## src/rtl/mul_err_pkg.sv

```systemverilog
// Shared definitions for the multiplier error-sweep controller.
// Holds the default operand/accumulator widths and the FSM state encoding.
package mul_err_pkg;

  localparam int unsigned W_DEF     = 8;   // operand width
  localparam int unsigned ACC_W_DEF = 32;  // err_sum width

  typedef enum logic [1:0] {
    StIdle  = 2'd0,
    StRun   = 2'd1,
    StDrain = 2'd2,
    StDone  = 2'd3
  } state_e;

endpackage

```

## src/rtl/mul_err_acc.sv

```systemverilog
// Stage-2 error accumulator: absolute difference of the staged products and
// running statistics (nonzero count, saturating sum, first maximum + operands).
// Ports:
//   i_clk, i_rst_n   clock, synchronous active-low reset
//   i_clear          zero all statistics (sweep restart)
//   i_valid          staged sample is a real sweep point
//   i_exact/i_approx staged products
//   i_c/i_d          staged operands
//   o_err_count, o_err_sum, o_err_max, o_max_c, o_max_d  statistics
module mul_err_acc
  import mul_err_pkg::*;
#(
  parameter int unsigned W     = W_DEF,
  parameter int unsigned ACC_W = ACC_W_DEF
) (
  input  logic               i_clk,
  input  logic               i_rst_n,
  input  logic               i_clear,
  input  logic               i_valid,
  input  logic [2*W-1:0]     i_exact,
  input  logic [2*W-1:0]     i_approx,
  input  logic [W-1:0]       i_c,
  input  logic [W-1:0]       i_d,
  output logic [2*W:0]       o_err_count,
  output logic [ACC_W-1:0]   o_err_sum,
  output logic [2*W-1:0]     o_err_max,
  output logic [W-1:0]       o_max_c,
  output logic [W-1:0]       o_max_d
);

  localparam int unsigned PW   = 2 * W;
  // One bit wider than the larger operand so the add can never wrap before clamping.
  localparam int unsigned SumW = ((ACC_W > PW) ? ACC_W : PW) + 1;
  localparam logic [ACC_W-1:0] AccMax = '1;

  logic [PW:0]        r_count;
  logic [ACC_W-1:0]   r_sum;
  logic [PW-1:0]      r_max;
  logic [W-1:0]       r_max_c;
  logic [W-1:0]       r_max_d;

  logic signed [PW:0] w_diff;
  logic [PW:0]        w_neg;
  logic [PW-1:0]      w_abs;
  logic [SumW-1:0]    w_sum_ext;
  logic               w_sat;

  always_comb begin
    w_diff    = $signed({1'b0, i_exact}) - $signed({1'b0, i_approx});
    w_neg     = -w_diff;
    w_abs     = w_diff[PW] ? w_neg[PW-1:0] : w_diff[PW-1:0];
    w_sum_ext = SumW'(r_sum) + SumW'(w_abs);
    w_sat     = (w_sum_ext > SumW'(AccMax));
  end

  always_ff @(posedge i_clk) begin
    if (!i_rst_n || i_clear) begin
      r_count <= '0;
      r_sum   <= '0;
      r_max   <= '0;
      r_max_c <= '0;
      r_max_d <= '0;
    end else if (i_valid) begin
      if (w_abs != '0) begin
        r_count <= r_count + {{PW{1'b0}}, 1'b1};
      end
      r_sum <= w_sat ? AccMax : w_sum_ext[ACC_W-1:0];
      // Strict compare: ties keep the earliest pair.
      if (w_abs > r_max) begin
        r_max   <= w_abs;
        r_max_c <= i_c;
        r_max_d <= i_d;
      end
    end
  end

  assign o_err_count = r_count;
  assign o_err_sum   = r_sum;
  assign o_err_max   = r_max;
  assign o_max_c     = r_max_c;
  assign o_max_d     = r_max_d;

endmodule

```

## src/rtl/mul_err_sweep_ctrl.sv

```systemverilog
// Sweep controller for on-chip error analysis of approximate multipliers.
// Walks every (c,d) pair through external exact/approximate multipliers,
// stages both products, and feeds the error accumulator.
// Ports:
//   clk, rst_n           clock, synchronous active-low reset
//   start                sweep request (honoured in IDLE/DONE only)
//   c_o, d_o             operands to both multipliers
//   exact_i, approx_i    combinational products of (c_o,d_o)
//   busy, done           status (RUN/DRAIN, DONE)
//   err_count, err_sum, err_max, max_c, max_d   statistics
module mul_err_sweep_ctrl
  import mul_err_pkg::*;
#(
  parameter int unsigned W     = W_DEF,
  parameter int unsigned ACC_W = ACC_W_DEF
) (
  input  logic               clk,
  input  logic               rst_n,
  input  logic               start,
  output logic [W-1:0]       c_o,
  output logic [W-1:0]       d_o,
  input  logic [2*W-1:0]     exact_i,
  input  logic [2*W-1:0]     approx_i,
  output logic               busy,
  output logic               done,
  output logic [2*W:0]       err_count,
  output logic [ACC_W-1:0]   err_sum,
  output logic [2*W-1:0]     err_max,
  output logic [W-1:0]       max_c,
  output logic [W-1:0]       max_d
);

  state_e           r_state;
  logic [2*W-1:0]   r_cnt;
  logic             r_busy;
  logic             r_done;

  // Stage-1 pipeline registers.
  logic             r_valid;
  logic [2*W-1:0]   r_exact;
  logic [2*W-1:0]   r_approx;
  logic [W-1:0]     r_c;
  logic [W-1:0]     r_d;

  logic             w_clear;

  assign w_clear = start && ((r_state == StIdle) || (r_state == StDone));

  always_ff @(posedge clk) begin
    if (!rst_n) begin
      r_state  <= StIdle;
      r_cnt    <= '0;
      r_busy   <= 1'b0;
      r_done   <= 1'b0;
      r_valid  <= 1'b0;
      r_exact  <= '0;
      r_approx <= '0;
      r_c      <= '0;
      r_d      <= '0;
    end else begin
      r_valid  <= (r_state == StRun);
      r_exact  <= exact_i;
      r_approx <= approx_i;
      r_c      <= c_o;
      r_d      <= d_o;
      unique case (r_state)
        StIdle, StDone: begin
          if (start) begin
            r_state <= StRun;
            r_cnt   <= '0;
            r_busy  <= 1'b1;
            r_done  <= 1'b0;
          end
        end
        StRun: begin
          // The counter wraps to zero on the last pair, so it is zero outside RUN.
          r_cnt <= r_cnt + {{(2*W-1){1'b0}}, 1'b1};
          if (r_cnt == '1) begin
            r_state <= StDrain;
          end
        end
        StDrain: begin
          r_state <= StDone;
          r_busy  <= 1'b0;
          r_done  <= 1'b1;
        end
        default: r_state <= StIdle;
      endcase
    end
  end

  assign c_o  = r_cnt[2*W-1:W];
  assign d_o  = r_cnt[W-1:0];
  assign busy = r_busy;
  assign done = r_done;

  mul_err_acc #(
    .W     (W),
    .ACC_W (ACC_W)
  ) u_acc (
    .i_clk       (clk),
    .i_rst_n     (rst_n),
    .i_clear     (w_clear),
    .i_valid     (r_valid),
    .i_exact     (r_exact),
    .i_approx    (r_approx),
    .i_c         (r_c),
    .i_d         (r_d),
    .o_err_count (err_count),
    .o_err_sum   (err_sum),
    .o_err_max   (err_max),
    .o_max_c     (max_c),
    .o_max_d     (max_d)
  );

endmodule

```

## config.mk

```make
export PLATFORM = sky130hd
export DESIGN_NAME = mul_err_sweep_ctrl
export DESIGN_NICKNAME = d
export VERILOG_FILES = /design/src/rtl/mul_err_pkg.sv /design/src/rtl/mul_err_acc.sv /design/src/rtl/mul_err_sweep_ctrl.sv
export SDC_FILE = /design/constraint.sdc
export NUM_CORES = 1
export LEC_CHECK = 0
export CORE_MARGIN = 4
export CORE_UTILIZATION = 50
export CTS_BUF_LIST = sky130_fd_sc_hd__clkbuf_8
export DETAILED_ROUTE_END_ITERATION = 10
export PLACE_DENSITY = 0.82
export SYNTH_ARGS = -nofsm -noshare
export SYNTH_HDL_FRONTEND = slang
export SYNTH_SLANG_ARGS = --single-unit
```

## constraint.sdc

```tcl
create_clock -name clk -period 5.02 [get_ports clk]
set_input_delay 0.753 -clock clk [delete_from_list [all_inputs] [get_ports clk]]
set_output_delay 0.753 -clock clk [all_outputs]
set_load 0.02 [all_outputs]
```

* After elaboration in Yosys (flattened, before gate mapping)
Index checks and enable logic that the tools add are counted.
Storage, ports and cells: bits in registers 150, input bits 35
Operators by class: add/subtract/negate cells 5, order comparisons 2, equal/unequal tests 6, mux-type cells 11, reduce and logical (&&, ||, !) cells 14
Operators with widths (count):
- adder 32 x 16 -> 33 bit | 1
- > comparator 33 x 32 -> 1 bit, second input constant | 1
- 2-to-1 mux 16 bit | 2
- 2-to-1 mux 32 bit | 1
- one-hot mux 16 bit (2 select lines) | 1
- adder 17 x 1 -> 17 bit, second input constant | 1
- subtractor 16 x 16 -> 17 bit | 1
- adder 16 x 1 -> 16 bit, second input constant | 1
- equality test 16 bit, second input constant | 1
- > comparator 16 bit | 1
- negation 16 bit | 1
- nonzero test 16 bit | 1
- AND reduction 2 bit | 5
- one-hot mux 2 bit (3 select lines) | 1
- equality test 2 bit, second input constant | 2
- 2-to-1 mux 2 bit | 2
- one-hot mux 1 bit (2 select lines) | 2
- nonzero test 2 bit | 2
- equality test 2 x 1 -> 1 bit, second input constant | 1
- zero test 2 bit | 1
- logical OR 1 bit | 2
- 2-to-1 mux 1 bit | 2
- inequality test 2 x 1 -> 1 bit, second input constant | 1
- inequality test 2 bit, second input constant | 1
- 3 further kinds | 3

* Logic depth before layout (Yosys ltp)
Gate-level depths: netlist of the first run.
word-level depth 6, mapped depth 24, depth with buffers taken out 22

* By module
From an unflattened synthesis of the first run, not the netlist that was laid out.
Second synthesis, totals: cells, all modules 950, area, all modules 8335.5 um^2
By module, submodules not included:
- mul_err_acc | times used 1, cells each 729, area each 6017.0 um^2, sequential area each 1621.6 um^2
- mul_err_sweep_ctrl | times used 1, cells each 221, area each 2318.5 um^2, sequential area each 1381.3 um^2

* Least setup slack after synthesis of the first run
No wires, ideal clock.
kind flip-flop to flip-flop, start point reg r_exact[0], end point reg u_acc.r_sum[30] (netlist: u_acc.o_err_sum[30]), setup time 0.086 ns, arrival 5.256 ns, data required time 4.934 ns, slack -0.322 ns, stages on the path, launching flop included 25, path buffers 2, cells stage by stage dfxtp_1 inv_1 ha_1 fa_1 nand2b_1 a2111oi_2 nor3_4 a21oi_2 clkbuf_1 nor2_1 a21oi_1 inv_1 fa_1 nor2b_1 o21ai_0 a21oi_1 o21ai_0 a21boi_0 o21ai_0 a21oi_1 o221ai_1 a211oi_1 clkbuf_1 a31oi_1 a211oi_1
On the way: cells in the longest elaborated chain, start to end 6
RTL lines:
- start, declared | line mul_err_sweep_ctrl.sv:40 | logic [2*W-1:0] r_exact;
- start signal, assigned | line mul_err_sweep_ctrl.sv:62 | r_exact <= exact_i;
- subtractor 16 x 16 -> 17 bit * | line mul_err_acc.sv:49 | w_diff = $signed({1'b0, i_exact}) - $signed({1'b0, i_approx});
- negation 16 bit | line mul_err_acc.sv:50 | w_neg = -w_diff;
- 2-to-1 mux 16 bit * | line mul_err_acc.sv:51 | w_abs = w_diff[PW] ? w_neg[PW-1:0] : w_diff[PW-1:0];
- named net u_acc.w_abs[1] | line mul_err_acc.sv:44 | logic [PW-1:0] w_abs;
- adder 32 x 16 -> 33 bit * | line mul_err_acc.sv:52 | w_sum_ext = SumW'(r_sum) + SumW'(w_abs);
- > comparator 33 x 32 -> 1 bit | line mul_err_acc.sv:53 | w_sat = (w_sum_ext > SumW'(AccMax));
- 2-to-1 mux 32 bit * | line mul_err_acc.sv:67 | r_sum <= w_sat ? AccMax : w_sum_ext[ACC_W-1:0];
- end signal, assigned | line mul_err_acc.sv:67
- end, declared | line mul_err_acc.sv:37 | logic [ACC_W-1:0] r_sum;
The timed path passes the listed nets; every way through them passes the cells marked *. A chain may end at the register's enable or synchronous reset.

* Final worst setup path of the first run
start point reg r_exact[0], end point reg u_acc.r_sum[26] (netlist: u_acc.o_err_sum[26])
Same word-level chain as after synthesis.

==> run summary, run 1 <==
status - finished clean
CP Launch Type - flip-flop
chip height - 137 um
Max Cap Violations - 0
CORE AREA - 16100 um2
Final ANT Viol Nets - 0
IO buf count - 133
area grow syn2layout - 25.8%
CTS buffer count - 17
Slew @ Worst Pin - 0.865 ns
fill count - 1374
Vias/cell - 5.45
dpl ws - -0.0625 ns
Final #Nets - 1201
drt first-iter violations - 409
EDFF count, synth - 0
adder-cell area share of the yosys netlist - 0.0875
mux cell area share after synthesis - 0.0448
slowest stage delay, CP - 0.42 ns
Fin Hold WS - 0.471 ns
clock sinks - 150
Top delay family on crit path - compound AO/OA/AOI/OAI gates
DR vias - 7286
simple-gate share of the synthesized area - 0.209
fin crit share - 0.953
top_reg_cell synth - dfxtp_1
overall routing resource usage - 0.209
Die ar. - 18800 um2
minimum clock period - 4.79 ns
Placer Congestion - 0.872
Final Hold Vio Count - 0
pin count of the biggest net entering global routing - 53
share of layout cells above drive strength 1 - 0.0900
top post-synthesis cells by area - dfxtp_1 36%, ha_1 8.3%, a21oi_1 4.9%, and2_1 4.6%, mux2i_1 4.2%
WP data arrival - 5.15 ns
DR WL/cell - 14.6 um
H-tree levels - 4
crit-path cells - inv_1 -> ha_1 -> fa_2 -> nand2b_4 -> a2111oi_4 -> nor3_4 -> a21oi_4 -> nor2_1 -> a21oi_2 -> inv_1 -> fa_1 -> nor2b_2 -> o21ai_0 -> a21oi_1 -> o21ai_0 -> a21boi_1 -> o21ai_2 -> a21oi_2 -> o221ai_2 -> a211oi_2 -> buf_6 -> a31oi_1 -> a311oi_1
Layout Skew - 0.0141 ns
Rel. slew slack - 0.421
initial antenna violation count - 0
Seq/Total Area, Yosys - 0.361
post-synthesis register bit count - 150
final wirelength - 19.6 mm
critical path peak fanout - 7
Net Count, Synth - 1061
Std-Cell Rows - 46
DRC viols - 0
Critical Path End Type - flip-flop
drt pass-1 iters - 5
Hold WC Path Type - reg -> reg
Synth Area in XOR/XNOR - 0.0514
fraction of registers with async set/reset - 0
Peak Freq - 209 MHz
Longest Clk Path Bufs - 2
pins over their slew limit - 0
Syn Std Cell Area - 8320 um2
CTS tree - done
Crit path required time - 5.39 ns
Layout Cells excl Fill - 1338
Placed Cells incl. Taps - 1301
Final setup viols - 0
vias in the first global route - 6776
WP buf/inv - 3
initial core utilization - 0.517
dpl hpwl - 14.6 mm
Avg Cell Area, Syn - 8.59 um2
power per cell area - 364 nW/um2
critical path class - reg -> reg
Pleak - 3.99 nW
synthesized instance count - 969
Root Buffer - clkbuf_8
worst IR drop on VDD - 0.000177 V
post-synth top area cell - dfxtp_1
IO Count - 134
Synth top area share - 0.361
Compound-Gate Fraction of Synth Area - 0.196
Critical-path top delay cell - fa_1
CTS Hold Bufs - 0
largest family of logic cells by synthesized area - simple AND/OR/NAND/NOR gates
Distinct cells, synth - 79
die span in x - 137 um
yosys warns - 0
n_diodes - 0
clk slew on worst S/H paths - 0.10 ns
first-pass GRT wire length - 32.2 mm
slack of the critical path - 0.234 ns
GR Overflow Total - 0
clk_lat worst skew - 0.45 ns
synth_stat cells (17+ instances only):
| cell type | n |
|---|---|
| nand3_1 | 23 |
| nor2_1 | 86 |
| nand4_1 | 18 |
| a21oi_1 | 81 |
| clkbuf_1 | 27 |
| mux2i_1 | 35 |
| ha_1 | 55 |
| and2_1 | 61 |
| and3_1 | 17 |
| inv_1 | 65 |
| o21ai_0 | 45 |
| dfxtp_1 | 150 |
| xor2_1 | 32 |
| nand2_1 | 52 |
worst register-to-register path, stage by stage, from the launching register on:
cell       delay, ns
dfxtp_1         0.33
inv_1           0.04
ha_1            0.24
fa_2            0.38
nand2b_4        0.17
a2111oi_4       0.39
nor3_4          0.12
a21oi_4         0.16
nor2_1          0.07
a21oi_2         0.16
inv_1           0.11
fa_1            0.43
nor2b_2         0.15
o21ai_0         0.12
a21oi_1         0.20
o21ai_0         0.12
a21boi_1        0.21
o21ai_2         0.10
a21oi_2         0.19
o221ai_2        0.15
a211oi_2        0.36
buf_6           0.19
a31oi_1         0.09
a311oi_1        0.25
repair_timing:
item,in CTS,in global routing
gates cloned,0,1
setup buffers,0,4
pin swaps,2,7
endpoints found under the setup margin,29,64
resized for setup,6,13
cell families (layout without fill, tap and decap cells):
| kind of cell | count (synthesis) | in the layout |
|---|---|---|
| compound gates | 246 | 246 |
| mux | 37 | 37 |
| buf+inv | 102 | 255 |
| fa+ha+maj | 57 | 57 |
| flops | 150 | 150 |
| xor+xnor | 48 | 48 |
| simple gates | 329 | 329 |
layer usage:
metal	wire, um	track usage	vias up
met4	193	0.0565	0
met5	0	0	-
met2	9150	0.335	185
li1	-	-	3700
met1	9190	0.283	3382
met3	1050	0.0467	19
cell type report:
class / instances / area [um2] / share of cell area
clock buffer: 19 / 262 / 0.0250
sequential: 150 / 3000 / 0.287
inverter: 65 / 244 / 0.0233
timing repair buffer: 158 / 1550 / 0.148
multi-input combinational: 717 / 5000 / 0.477
tap: 216 / 270 / 0.0258
clock inverter: 13 / 148 / 0.0141
placed cells by master (no fill, tap or decap), types with 3 or more instances in the layout:
master / netlist / final
a211oi_1: 12 / 11
a21o_1: 16 / 16
a21oi_1: 81 / 77
a21oi_2: 3 / 5
a311oi_1: 6 / 6
a31oi_1: 14 / 14
and2_1: 61 / 61
and3_1: 17 / 17
buf_4: 0 / 20
clkbuf_8: 0 / 19
clkdlybuf4s50_1: 0 / 133
dfxtp_1: 150 / 150
ha_1: 55 / 55
inv_1: 65 / 65
inv_6: 0 / 7
inv_8: 0 / 5
mux2i_1: 35 / 35
nand2_1: 52 / 51
nand2b_1: 11 / 10
nand3_1: 23 / 22
nand4_1: 18 / 18
nor2_1: 86 / 86
nor2b_1: 9 / 8
nor3_1: 12 / 11
o2111a_1: 4 / 4
o2111ai_1: 3 / 3
o211ai_1: 11 / 11
o21a_1: 10 / 10
o21ai_0: 45 / 41
o21ai_1: 7 / 10
o22ai_1: 4 / 4
or2_2: 5 / 5
or3_1: 13 / 13
or4_1: 3 / 3
xnor2_1: 15 / 15
xor2_1: 32 / 31
sequential cells by signal (all words and copies together), names as in the netlist, 8 cells and up:
signal             flops
r_exact               16
r_cnt                 16
u_acc.o_max_c          8
u_acc.o_err_max       16
u_acc.o_err_sum       32
r_c                    8
r_d                    8
r_approx              16
u_acc.o_err_count     17
u_acc.o_max_d          8
report_power, final:
group / switching (mW) / internal, mW
clock: 0.514 / 0.447
combinational: 0.878 / 0.649
sequential: 0.0615 / 1.26
final timing paths:
kind | start | to | slack (ns) | depth (start not counted)
max reg2reg | r_exact[0] | u_acc.o_err_sum[26] | 0.23 | 23
min | r_c[0] | u_acc.o_max_c[0] | 0.47 | 2
max | r_exact[0] | u_acc.o_err_sum[26] | 0.23 | 23
min reg2reg | r_c[0] | u_acc.o_max_c[0] | 0.47 | 2
through the flow:
stage / TNS (ns) / util / instance area [um2] / total power, mW
after detailed placement: -0.156 / 0.618 / 9960 / 2.84
after global placement: 0 / 0.618 / 9960 / 2.80
after global routing: -0.271 / 0.650 / 10500 / 4.06
final: 0 / 0.650 / 10500 / 3.81
after floorplan: 0 / - / 8340 / 2.43
after CTS: 0 / 0.645 / 10400 / 3.82
Power figures use the tool's default switching activity.
==> inputs of run 2 (changes only) <==
TNS_END_PERCENT = 5   (was default)
==> results of run 2 <==
The final DEF is identical to that of run 1; final timing and power are the same.
